File: src/rtl/seq_slice_comparator.sv
// Sequential MSB-first magnitude comparator, one SLICE-bit slice per clock.
// Signed or unsigned operands, start/busy/done handshake, optional early exit.
module seq_slice_comparator #(
    parameter int WIDTH      = 16,
    parameter int SLICE      = 4,
    parameter int EARLY_EXIT = 1,
    localparam int NSLICE    = WIDTH / SLICE,
    localparam int CW        = $clog2(NSLICE + 1)
) (
    input  logic             clk,
    input  logic             rst,
    input  logic             en,
    input  logic             start,
    input  logic             signed_mode,
    input  logic [WIDTH-1:0] a,
    input  logic [WIDTH-1:0] b,
    output logic             busy,
    output logic             done,
    output logic             equal,
    output logic             greater,
    output logic             less,
    output logic [CW-1:0]    cycles
);

    localparam int IW = (NSLICE > 1) ? $clog2(NSLICE) : 1;
    localparam logic [IW-1:0] TOP_IDX = IW'(NSLICE - 1);

    localparam logic [0:0] IDLE = 1'b0;
    localparam logic [0:0] CMP  = 1'b1;

    if ((WIDTH % SLICE) != 0 || NSLICE < 1) begin : g_bad_params
        $error("seq_slice_comparator: WIDTH must be a non-zero multiple of SLICE");
    end

    logic [0:0]       state_q, state_d;
    logic [WIDTH-1:0] a_q, a_d, b_q, b_d;
    logic             sgn_q, sgn_d;
    logic [IW-1:0]    idx_q, idx_d;
    logic             busy_q, busy_d;
    logic             done_q, done_d;
    logic             eq_q, eq_d, gt_q, gt_d, lt_q, lt_d;
    logic [CW-1:0]    cyc_q, cyc_d;
    logic             rec_q, rec_d, rec_gt_q, rec_gt_d;

    logic [SLICE-1:0] sa, sb;
    logic             diff, sgt;

    always_comb begin
        sa = '0;
        sb = '0;
        for (int i = 0; i < NSLICE; i++) begin
            if (idx_q == IW'(i)) begin
                sa = a_q[i*SLICE +: SLICE];
                sb = b_q[i*SLICE +: SLICE];
            end
        end
        // Flipping the sign bit maps two's complement onto unsigned order.
        if (sgn_q && idx_q == TOP_IDX) begin
            sa[SLICE-1] = ~sa[SLICE-1];
            sb[SLICE-1] = ~sb[SLICE-1];
        end
        diff = (sa != sb);
        sgt  = (sa > sb);
    end

    always_comb begin
        state_d  = state_q;
        a_d      = a_q;
        b_d      = b_q;
        sgn_d    = sgn_q;
        idx_d    = idx_q;
        busy_d   = busy_q;
        done_d   = 1'b0;
        eq_d     = eq_q;
        gt_d     = gt_q;
        lt_d     = lt_q;
        cyc_d    = cyc_q;
        rec_d    = rec_q;
        rec_gt_d = rec_gt_q;
        if (!en) begin
            state_d = IDLE;
            busy_d  = 1'b0;
            eq_d    = 1'b0;
            gt_d    = 1'b0;
            lt_d    = 1'b0;
            rec_d   = 1'b0;
        end else if (state_q == IDLE) begin
            if (start) begin
                state_d = CMP;
                a_d     = a;
                b_d     = b;
                sgn_d   = signed_mode;
                idx_d   = TOP_IDX;
                busy_d  = 1'b1;
                eq_d    = 1'b0;
                gt_d    = 1'b0;
                lt_d    = 1'b0;
                cyc_d   = '0;
                rec_d   = 1'b0;
            end
        end else begin
            cyc_d = cyc_q + CW'(1);
            if (diff && EARLY_EXIT != 0) begin
                gt_d    = sgt;
                lt_d    = ~sgt;
                done_d  = 1'b1;
                busy_d  = 1'b0;
                state_d = IDLE;
            end else if (idx_q == '0) begin
                if (rec_q) begin
                    gt_d = rec_gt_q;
                    lt_d = ~rec_gt_q;
                end else if (diff) begin
                    gt_d = sgt;
                    lt_d = ~sgt;
                end else begin
                    eq_d = 1'b1;
                end
                done_d  = 1'b1;
                busy_d  = 1'b0;
                state_d = IDLE;
            end else begin
                if (diff && !rec_q) begin
                    rec_d    = 1'b1;
                    rec_gt_d = sgt;
                end
                idx_d = idx_q - IW'(1);
            end
        end
    end

    always_ff @(posedge clk or posedge rst) begin
        if (rst) begin
            state_q  <= IDLE;
            a_q      <= '0;
            b_q      <= '0;
            sgn_q    <= 1'b0;
            idx_q    <= '0;
            busy_q   <= 1'b0;
            done_q   <= 1'b0;
            eq_q     <= 1'b0;
            gt_q     <= 1'b0;
            lt_q     <= 1'b0;
            cyc_q    <= '0;
            rec_q    <= 1'b0;
            rec_gt_q <= 1'b0;
        end else begin
            state_q  <= state_d;
            a_q      <= a_d;
            b_q      <= b_d;
            sgn_q    <= sgn_d;
            idx_q    <= idx_d;
            busy_q   <= busy_d;
            done_q   <= done_d;
            eq_q     <= eq_d;
            gt_q     <= gt_d;
            lt_q     <= lt_d;
            cyc_q    <= cyc_d;
            rec_q    <= rec_d;
            rec_gt_q <= rec_gt_d;
        end
    end

    assign busy    = busy_q;
    assign done    = done_q;
    assign equal   = eq_q;
    assign greater = gt_q;
    assign less    = lt_q;
    assign cycles  = cyc_q;

endmodule

File: config.mk
export PLATFORM = sky130hd
export DESIGN_NAME = seq_slice_comparator
export DESIGN_NICKNAME = d
export VERILOG_FILES = /design/src/rtl/seq_slice_comparator.sv
export SDC_FILE = /design/constraint.sdc
export NUM_CORES = 1
export LEC_CHECK = 0
export ABC_AREA = 1
export CAP_MARGIN = 20
export CORE_MARGIN = 2
export CORE_UTILIZATION = 55
export DETAILED_ROUTE_END_ITERATION = 8
export DONT_BUFFER_PORTS = 1
export GPL_TIMING_DRIVEN = 0
export PLACE_DENSITY_LB_ADDON = 0.12
export SLEW_MARGIN = 30
export SYNTH_ARGS = -nofsm -noshare
export SYNTH_HDL_FRONTEND = slang
export SYNTH_SLANG_ARGS = --single-unit
export TNS_END_PERCENT = 1
File: constraint.sdc
create_clock -name clk -period 2.9 [get_ports clk]
set_input_delay 0.58 -clock clk [delete_from_list [all_inputs] [get_ports clk]]
set_output_delay 0.58 -clock clk [all_outputs]
set_load 0.005 [all_outputs]
* Word level (Yosys, flattened, before mapping) *
Cells that the tools add are included.

word-level totals
  bits in registers = 46
  input port bits = 37
  logic and storage cells = 101
  output and inout bits = 8

cells by class
  magnitude comparators = 1
  add/subtract/negate cells = 2
  equal/unequal tests = 14
  bitwise gates (word level) = 7
  reduce and logical (&&, ||, !) cells = 13
  multiplexer cells = 51

operators by type and width
  cell                                                   number
  2-to-1 mux 1 bit                                       37
  2-to-1 mux 4 bit                                       8
  AND reduction 4 bit                                    3
  inequality test 3 bit, second input constant           3
  2-to-1 mux 2 bit                                       4
  inequality test 4 x 2 -> 1 bit, second input constant  2
  NOT 1 bit                                              7
  2-to-1 mux 3 bit                                       2
  inequality test 3 x 2 -> 1 bit, second input constant  2
  AND reduction 3 bit                                    2
  AND reduction 5 bit                                    1
  == test 2 bit, second input constant                   2
  > comparator 4 bit                                     1
  inequality test 2 bit, second input constant           2
  inequality test 4 bit                                  1
  AND reduction 2 bit                                    2
  adder 3 x 1 -> 3 bit, second input constant            1
  inequality test 3 x 1 -> 1 bit, second input constant  1
  == test 2 x 1 -> 1 bit, second input constant          1
  logical AND 1 bit                                      2
  zero test 2 bit                                        1
  nonzero test 2 bit                                     1
  subtractor 2 x 1 -> 2 bit, second input constant       1
  zero test 1 bit                                        1

* Logic depth before layout (Yosys ltp) *
  word-level depth = 14
  mapped depth = 16
  mapped depth without buffers = 15

* Worst setup path after synthesis *
Ideal clock, no wire load.

  path type = reg2reg
  from = register idx_q[1]
  to = register idx_q[0]
  library setup time = 83 ps
  setup slack = 688 ps
  required time = 2817 ps
  clock period less this slack = 2212 ps
  data arrival time = 2130 ps
  cell stages (with the launch flop) = 17
  cell sequence = dfrtp_1 inv_1 ha_1 buf_2 inv_1 nand2_1 nor2_1 a21oi_1 o21ai_0 o21ai_0 ha_1 nand2_1 nor2_4 nand3_1 nand2_2 o21ai_0 o21ai_0

on the way
  longest elaborated chain between the ends = 10
  elaborated cells on any way between the ends = 21
  classes of those cells = eq/ne (6); mux (10); bitwise (2); reduce/logical (3)

ends and longest elaborated chain
  what                                    line     text
  from (decl)                             38       logic [IW-1:0] idx_q, idx_d;
  from (signal assigned)                  152      idx_q <= idx_d;
  zero test 2 bit                         52, 109
  2-to-1 mux 4 bit (4 in a row)           52       if (idx_q == IW'(i)) begin
  NOT 1 bit (on tied branches)            59, 60
  2-to-1 mux 1 bit                        58       if (sgn_q && idx_q == TOP_IDX) begin
  inequality test 4 bit                   62       diff = (sa != sb);
  inequality test 2 bit (no source line)  --
  AND reduction 4 bit (no source line) *  --

Every way passes the cells marked *; elsewhere a longest branch is shown, timed or not.
A chain may end at the register's enable or synchronous reset.

* Worst setup path after layout *
  from = register idx_q[1]
  to = register gt_q, in the netlist greater

on the way
  longest elaborated chain between the ends = 11
  elaborated cells on any way between the ends = 25
  classes of those cells = order compare (1); eq/ne (6); mux (13); bitwise (2); reduce/logical (3)

ends and longest elaborated chain
  what                                                         line     text
  zero test 2 bit                                              52, 109
  2-to-1 mux 4 bit (4 in a row)                                52
  NOT 1 bit (on tied branches)                                 59, 60
  2-to-1 mux 1 bit                                             58
  > comparator 4 bit or inequality test 4 bit (tied branches)  63, 62
  2-to-1 mux 1 bit                                             103      if (diff && EARLY_EXIT != 0) begin
  2-to-1 mux 1 bit                                             87       end else if (state_q == IDLE) begin
  2-to-1 mux 1 bit                                             80       if (!en) begin
  to (signal assigned)                                         156      gt_q <= gt_d;
  to (decl)                                                    41       logic eq_q, eq_d, gt_q, gt_d, lt_q, lt_d;

Parallel ways exist; a longest one is shown, timed or not.

==> flow_metrics.py <==
metrics = {
    "status": {
        "status": "finished clean",
    },
    "critical_path": {
        "critPathMostFrequentCell": "nand2_1",
        "crit_start": "idx_q[1]$_DFFE_PP0P_",
        "cpLargestDelayFamily": "simple AND/OR/NAND/NOR gates",
        "timing.rr.start": "idx_q[1]$_DFFE_PP0P_",
        "end_kind": "register",
        "slowest_stage": "dfrtp_1",
        "critPathMaxFanout": 10,
        "cp.required_ns": 3.11,
        "crit_chain": "inv_1, ha_1, buf_2, inv_2, nand2_1, o21ai_1, nand2_1, nand2_1, o21ai_0, ha_1, nand2_1, nor2_4, nand3_2, nand3_1, nand2_1, o21ai_0",
        "slowest_delay_ns": 0.39,
        "crit_buf_inv": 3,
        "critPathKind": "register to register",
        "startpoint_type": "register",
        "cp_data_arrival_time_ns": 2.77,
    },
    "cts": {
        "ctsHoldBuffers": 0,
        "cts_num_sinks": 46,
        "cts_max_level": 2,
        "cts_tree": "yes",
        "clk_path_buf_depth": 2,
        "clock-root-buffer": "clkbuf_8",
        "cts_buffers": 5,
        "postCtsResizedCells": 0,
        "clkTransAtPathRegs_ns": 0.09,
        "cts_setup_buffers": 0,
        "clkLatencyLatePin_ns": 0.31,
    },
    "placed_design": {
        "port_buffers": 0,
        "dpl.hpwl_um": 3590,
        "place_congestion": 0.895,
        "dp_cells": 276,
    },
    "power_and_ir_drop": {
        "p_leak_nw": 1.28,
        "powerDensity_nw_per_um2": 911,
        "peakVddDrop_mv": 0.388,
    },
    "synthesis": {
        "ys_seq_area_share_pct": 49.3,
        "ys.flop_type": "dfrtp_1",
        "synth_warnings": 0,
        "ys_types": 25,
        "synth_area_um2": 2340,
        "synth_area_leaders": "dfrtp_1, mux2_4, nand2_1, ha_1, a21oi_1",
        "synthesis.instances": 225,
        "syn_nets": 271,
        "synth_seq_cells": 46,
        "synth_edf_count": 0,
        "synth_top_area_share_pct": 49.3,
        "yosys.area.top_type": "dfrtp_1",
        "async_reset_ff_share_pct": 100,
        "avgSynthCellArea_um2": 10.4,
    },
    "die": {
        "core_um2": 4060,
        "start_util_pct": 57.6,
        "die_h_um": 69.2,
        "rows": 23,
        "io_pins": 45,
        "fp.dieW_um": 69.2,
        "dieArea_um2": 4790,
    },
    "sta": {
        "max_freq_mhz": 390,
        "max-slew-margin-rel_pct": 61.8,
        "layout_min_cycle_time_ns": 2.57,
        "grt_setup_unrepaired": "false",
        "worst_pin_slew_ns": 0.572,
        "fin_skew_ns": 0.0128,
        "setup-tns-final_ns": 0,
        "slew_viol_final": 0,
        "fin_crit_sh_pct": 88.5,
        "setup_viol": 0,
        "hold_violations": 0,
    },
    "job": {
        "maxCapViolCount": 0,
    },
    "final_layout": {
        "drive_above_1_share_pct": 20.9,
        "diodes": 0,
        "area_growth_pct": 8.73,
        "final_cells": 284,
        "fin_nets": 279,
    },
    "global_routing": {
        "antenna_found_initial": 0,
        "grt_pass1_wl_um": 7970,
        "grt-ovfl-total": 0,
        "grt_max_degree": 27,
        "grt_pass1_vias": 1657,
        "grt_util_all_layers_pct": 21.2,
    },
    "drt": {
        "drtIter0Drc": 95,
        "wl_um": 4730,
        "routedWlPerCell_um": 16.6,
        "drc": 0,
        "num_vias": 1601,
        "firstDrtPassIters": 4,
        "vias_per_cell": 5.64,
        "antenna_left": 0,
    },
    "min_path": {
        "hold_class": "input port to async pin",
    },
}
[layer usage]
metal | share of wire, % | wire length [um] | global-route usage [%] | up-vias
met3 | 5.5 | 258 | 6.98 | 9
met1 | 45 | 2110 | 27.1 | 780
met2 | 48 | 2280 | 33.9 | 51
met4 | 1.8 | 83 | 7.41 | 0
met5 | 0 | 0 | 0 | -
li1 | - | - | - | 761
[synth_stat cells (2+ instances only)]
cell type and count:
a21oi_1 22, a22oi_1 2, buf_2 3, buf_6 3, clkbuf_1 3, dfrtp_1 46, ha_1 9, inv_1 24
mux2_2 2, mux2_4 24, nand2_1 35, nand2_2 2, nand3_1 6, nand4_1 2, nor2_1 13, o21ai_0 19
o22ai_1 2
[kinds of logic (layout without fill, tap and decap cells)]
family                     count (synthesis)  in the layout  share of synthesized area, %
AOI/OAI and AO/OA                         47             47                          10.6
buffers and inverters                     33             42                          6.42
xor gates and xnor gates                   2              2                         0.750
and+or+nand+nor                           62             62                          11.8
DFF                                       46             46                          49.3
muxes                                     26             26                          16.4
adders and majority gates                  9              9                          4.82
[path summary, 6_finish.rpt]
check,end,slack (ns),depth (start not counted)
setup / recovery,greater$_DFFE_PP0P_,0.33,16
hold / removal,idx_q[1]$_DFFE_PP0P_,0.20,1
setup reg to reg,greater$_DFFE_PP0P_,0.33,16
hold reg to reg,rec_gt_q$_DFFE_PP0P_,0.47,1
max in group asynchronous,a_q[5]$_DFFE_PP0P_,2.19,2
min in group clk,b_q[6]$_DFFE_PP0P_,0.41,1
[registers in the layout (all words and copies together), names as in the netlist]
register and flops:
a_q 16, b_q 16, cycles 3, idx_q 2, busy 1, done 1, equal 1, greater 1
less 1, rec_gt_q 1, rec_q 1, sgn_q 1, state_q 1
[cells in the final DEF (no fill, tap or decap), drive strengths merged, types with 7 or more instances in the layout]
cell | netlist | final
a21oi | 22 | 22
buf | 6 | 7
clkbuf | 3 | 8
dfrtp | 46 | 46
ha | 9 | 9
inv | 24 | 24
mux2 | 26 | 26
nand2 | 37 | 37
nand3 | 7 | 7
nor2 | 14 | 14
o21ai | 19 | 19
[metrics by stage]
| stage | instance area, um2 | power, W | setup WS, ns | util [%] | hold WS (ns) |
|---|---|---|---|---|---|
| CTS | 2540 | 0.00231 | 0.164 | 62.5 | 0.225 |
| global placement | 2400 | 0.00179 | 0.324 | 59.1 | 0.446 |
| detailed placement | 2430 | 0.00184 | 0.208 | 59.8 | 0.454 |
| finish | 2540 | 0.00232 | 0.333 | 62.6 | 0.198 |
| floorplan | 2340 | 0.00162 | 0.688 | - | 0.430 |
| global route | 2540 | 0.00251 | 0.00387 | 62.6 | 0.246 |
[layout make-up]
cell class / count / area, um2
flip-flops and latches: 46 / 1150
clock buffers: 5 / 68.8
well taps: 50 / 62.6
multi-input cells: 146 / 1040
fillers: 324 / 1520
repair buffers: 1 / 27.5
inverters: 24 / 90.1
clock inverters: 3 / 40.0
plain buffers: 9 / 60.1
[power by group]
group | leakage (nW) | total, W | switching, W | internal [W]
Sequential | 0.553 | 0.000873 | 0.0000951 | 0.000778
Combinational | 0.664 | 0.000973 | 0.000572 | 0.000401
Clock | 0.0579 | 0.000470 | 0.000216 | 0.000254
Total | 1.28 | 0.00232 | 0.000883 | 0.00143
(Power assumes the default switching activity.)
